`src/rtl/fifo_port_arbiter.sv`:
```
// fifo_port_arbiter: round-robin merge of two producers into one MyFIFO.
// Optional stall counters enabled by defining FIFO_ARB_STATS_EN.
module fifo_port_arbiter #(
  parameter int WIDTH = 8,
  parameter int DEPTH = 7,
  parameter int CNT_W = 3
) (
  input  logic             clk,
  input  logic             rst,
  input  logic             req0_valid,
  input  logic [WIDTH-1:0] req0_data,
  output logic             req0_ready,
  input  logic             req1_valid,
  input  logic [WIDTH-1:0] req1_data,
  output logic             req1_ready,
  output logic             cons_valid,
  output logic [WIDTH-1:0] cons_data,
  input  logic             cons_ready,
  output logic             fifo_enable_write,
  output logic [WIDTH-1:0] fifo_value_to_write,
  output logic             fifo_enable_read,
  input  logic [WIDTH-1:0] fifo_value_to_read,
`ifdef FIFO_ARB_STATS_EN
  input  logic             clr_stats,
  output logic [15:0]      stall0_cnt,
  output logic [15:0]      stall1_cnt,
`endif
  output logic [CNT_W-1:0] fifo_count,
  output logic             fifo_full,
  output logic             fifo_empty
);

  localparam logic [CNT_W-1:0] DEPTH_C = CNT_W'(DEPTH);

  logic             ptr;
  logic             rd;
  logic             wr;
  logic             space;
  logic             grant0;
  logic             grant1;
  logic [CNT_W:0]   cnt_nx;

  // Read issue, space check and round-robin grant.
  always_comb begin
    rd     = !rst && (fifo_count != '0) && (!cons_valid || cons_ready);
    space  = (fifo_count < DEPTH_C) || rd;
    grant0 = !rst && space && req0_valid && (!req1_valid || !ptr);
    grant1 = !rst && space && req1_valid && (!req0_valid || ptr);
    wr     = grant0 || grant1;
    cnt_nx = {1'b0, fifo_count} + (CNT_W+1)'(wr) - (CNT_W+1)'(rd);
  end

  assign req0_ready          = grant0;
  assign req1_ready          = grant1;
  assign fifo_enable_write   = wr;
  assign fifo_value_to_write = grant1 ? req1_data : req0_data;
  assign fifo_enable_read    = rd;
  assign cons_data           = fifo_value_to_read;
  assign fifo_full           = (fifo_count == DEPTH_C);
  assign fifo_empty          = (fifo_count == '0);

  // Occupancy, output valid and fairness pointer.
  always_ff @(posedge clk) begin
    if (rst) begin
      fifo_count <= '0;
      cons_valid <= 1'b0;
      ptr        <= 1'b0;
    end else begin
      fifo_count <= cnt_nx[CNT_W-1:0];
      if (rd) begin
        cons_valid <= 1'b1;
      end else if (cons_ready) begin
        cons_valid <= 1'b0;
      end
      if (wr) begin
        ptr <= grant0;
      end
    end
  end

`ifdef FIFO_ARB_STATS_EN
  // Saturating per-producer stall counters; clear wins over increment.
  always_ff @(posedge clk) begin
    if (rst || clr_stats) begin
      stall0_cnt <= '0;
      stall1_cnt <= '0;
    end else begin
      if (req0_valid && !grant0 && stall0_cnt != 16'hFFFF) begin
        stall0_cnt <= stall0_cnt + 16'd1;
      end
      if (req1_valid && !grant1 && stall1_cnt != 16'hFFFF) begin
        stall1_cnt <= stall1_cnt + 16'd1;
      end
    end
  end
`endif

endmodule
```
`config.mk`:
```
export PLATFORM = sky130hd
export DESIGN_NAME = fifo_port_arbiter
export DESIGN_NICKNAME = d
export VERILOG_FILES = /design/src/rtl/fifo_port_arbiter.sv
export SDC_FILE = /design/constraint.sdc
export NUM_CORES = 1
export LEC_CHECK = 0
export ABC_AREA = 1
export CORE_ASPECT_RATIO = 0.8
export CORE_UTILIZATION = 26
export CTS_BUF_LIST = sky130_fd_sc_hd__clkbuf_16
export DETAILED_ROUTE_END_ITERATION = 8
export PLACE_DENSITY_LB_ADDON = 0.08
export SLEW_MARGIN = 20
export SYNTH_ARGS = -nofsm -noshare
export SYNTH_HDL_FRONTEND = slang
export SYNTH_SLANG_ARGS = --single-unit
```
`constraint.sdc`:
```
create_clock -name clk -period 2.8 [get_ports clk]
set_clock_uncertainty 0.15 [all_clocks]
set_input_delay 0.7 -clock clk [delete_from_list [all_inputs] [get_ports clk]]
set_output_delay 0.7 -clock clk [all_outputs]
set_load 0.005 [all_outputs]
```
==> out/metrics.cfg, run 1 <==
[outcome]
outcome=complete, no violations

[floorplanning]
core_um2=1680
rows=13
die_h_um=40.6
dieArea_um2=2040
start_util=0.288
ios=55
die_w_um=50.2

[setup_path]
cp_data_arrival_time_ns=1.88
critPathBufInv=4
ff2ff_path_depth=13
cp.depth=10
critPathCaptureType=primary output
path_cells=clkdlybuf4s15_1, a21oi_2, nand2_2, nand2_4, nand2_8, buf_6, buf_12, nand2_1, nand2_1, clkdlybuf4s15_2
max_stage_delay_ns=0.24
startpoint_type=primary input
cp_max_fo=5
criticalPathCategory=in -> out
critPathMostFrequentCell=nand2_1
cp_slowest_cell=clkdlybuf4s15_1
critical-path-top-delay-family=buffers and inverters
cp.required_ns=1.95

[clock_tree]
cts_buffers=3
ctsHtreeMaxLevel=1
cts_hold_buf=0
clock-root-buffer=clkbuf_16
insertion_delay_ns=0.23
cts_tree=done
cts.clk_slew.worst_paths_ns=0.03
cts_sinks=5
clk_path_buf_depth=2

[synthesis]
ys_ff_latch=5
synth-edff-count=0
ys_types=17
avgSynthCellArea_um2=6.27
syn_nets=110
syn_area_um2=483
ys_seq_area_frac=0.207
synth-warning-count=0
async_flop_share=0
netlist_instances=77
synth_flop_cell=dfxtp_1

[routing]
drt-initial-drc-count=2
routedWlPerCell_um=9.89
vias=598
drc=0
wl_um=1470
postRouteAntennaNets=0
dr.pass1.iters=4
viasPerCell=4.01

[layout]
final_nets=161
seqCellArea_um2=100
mostFrequentLayoutCell=nand2_1
drive_above_1_share=0.315
area_growth_pct=116
fill_cells=160
multi_input_area_um2=295
antennaDiodeCount=0
post-route-util=0.624
final_cell_mix=nand2_1 (27), clkdlybuf4s50_1 (23), buf_4 (13), inv_1 (12), buf_2 (6)

[placement]
dp_hpwl_um=1050
place_ws_ns=-0.428
gp_congestion=0.717
io_buffer_count=38

[sta]
fmaxAchievable_ghz=0.366
drv_slew=0
worst_pin_slew_ns=0.196
fin_crit_ns=2.73
final-setup-viol-count=0
period_share=0.976
fin_ws_ns=0.0668
hold_viol_final=0
timing.slew.headroom=0.869

[global_routing]
grt_use_total=0.150
grt_pass1_wl_um=2080
grt_antenna_before_repair=0
grt_max_degree=6
grt_pass1_vias=480
grt-ovfl-total=0

[power]
ir_worst_vdd_v=0.000585
leakagePower_nw=0.557
power_density_nw_per_um2=686

[min_path]
hold_path.class=reg -> reg
whs_path_depth=2

[run]
cap_violations=0

## cells in the mapped netlist, types with 2 or more instances
cell type	n	area share
nand2_2	4	0.052
a21oi_1	2	0.021
inv_1	11	0.085
nand2_1	28	0.22
dfxtp_1	5	0.21
ha_1	3	0.078
buf_4	8	0.12
inv_2	3	0.023
nor2_1	5	0.039
## report_power, final
part / internal, W / switching, W
logic: 0.000214 / 0.000156
registers: 0.0000960 / 0.0000208
clock network: 0.000185 / 0.0000452
## worst reg2reg max path, stage by stage, from the launching register on
cell     delay, ns
dfxtp_1       0.34
ha_1          0.21
nand2_1       0.06
nand2_1       0.08
nand2_4       0.11
buf_4         0.12
nand2_1       0.08
nand2_2       0.10
buf_4         0.11
ha_1          0.13
inv_1         0.04
fa_1          0.37
xnor2_1       0.16
nor2_1        0.05
## metal layers
layer,vias up,share of wire,global-route usage,wire length (um)
li1,317,-,-,-
met1,258,0.45,0.186,659
met2,19,0.49,0.220,716
met3,4,0.057,0.0568,84
met4,0,0.0088,0.0929,13
met5,-,0,0,0
## cell families (layout without fill, tap and decap cells)
family / Yosys count / after routing / share of synthesized area
compound gates: 4 / 4 / 0.0466
xor+xnor: 1 / 1 / 0.0181
fa+ha+maj: 4 / 4 / 0.119
buf+inv: 23 / 73 / 0.256
flops: 5 / 5 / 0.207
simple gates: 40 / 40 / 0.352
## metrics by stage
stage	area, um^2	setup TNS [ns]	power (W)	hold WS [ns]	std cells
finish	1040	0	0.000716	0.316	149
global placement	865	-4.39	0.000451	0.311	134
floorplan	483	0	0.000282	0.288	77
CTS	1030	0	0.000712	0.318	148
detailed placement	865	-4.57	0.000450	0.311	134
global route	1040	-0.00191	0.000780	0.350	149
## worst paths after layout
check	startpoint	endpoint	slack, ns
max	rst	fifo_value_to_write[6]	0.07
min	ptr	ptr	0.32
max reg2reg	fifo_count[1]	fifo_count[2]	0.57
min reg2reg	ptr	ptr	0.32
## layout make-up
cell class,count,share of cell area
timing repair buffer,54,0.460
clock buffer,3,0.0719
tap,22,0.0263
timing repair inverter,1,0.00719
inverter,14,0.0527
clock inverter,1,0.00359
multi-input combinational,49,0.283
sequential,5,0.0958
## state kept, by name, summed over array words and instances, names as in the netlist
signal,cells
fifo_count,3
cons_valid,1
ptr,1
## what timing repair did
action / in CTS / in global routing
gates resized for setup: 46 / 4
pin swaps: 5 / 3
gates cloned: 1 / 0
setup endpoints to repair: 12 / 5
setup buffers: 9 / 1
(Power assumes the default switching activity.)
==> run 2, diff against run 1 <==
--- a/config.mk
+++ b/config.mk
@@ -9,6 +9,7 @@
 export CORE_ASPECT_RATIO = 0.8
 export CORE_UTILIZATION = 26
 export CTS_BUF_LIST = sky130_fd_sc_hd__clkbuf_16
+export CTS_CLUSTER_SIZE = 30
 export DETAILED_ROUTE_END_ITERATION = 8
 export PLACE_DENSITY_LB_ADDON = 0.08
 export SLEW_MARGIN = 20
==> results of run 2 <==
Same layout as run 1: the final DEF is identical, and so are final timing and power.
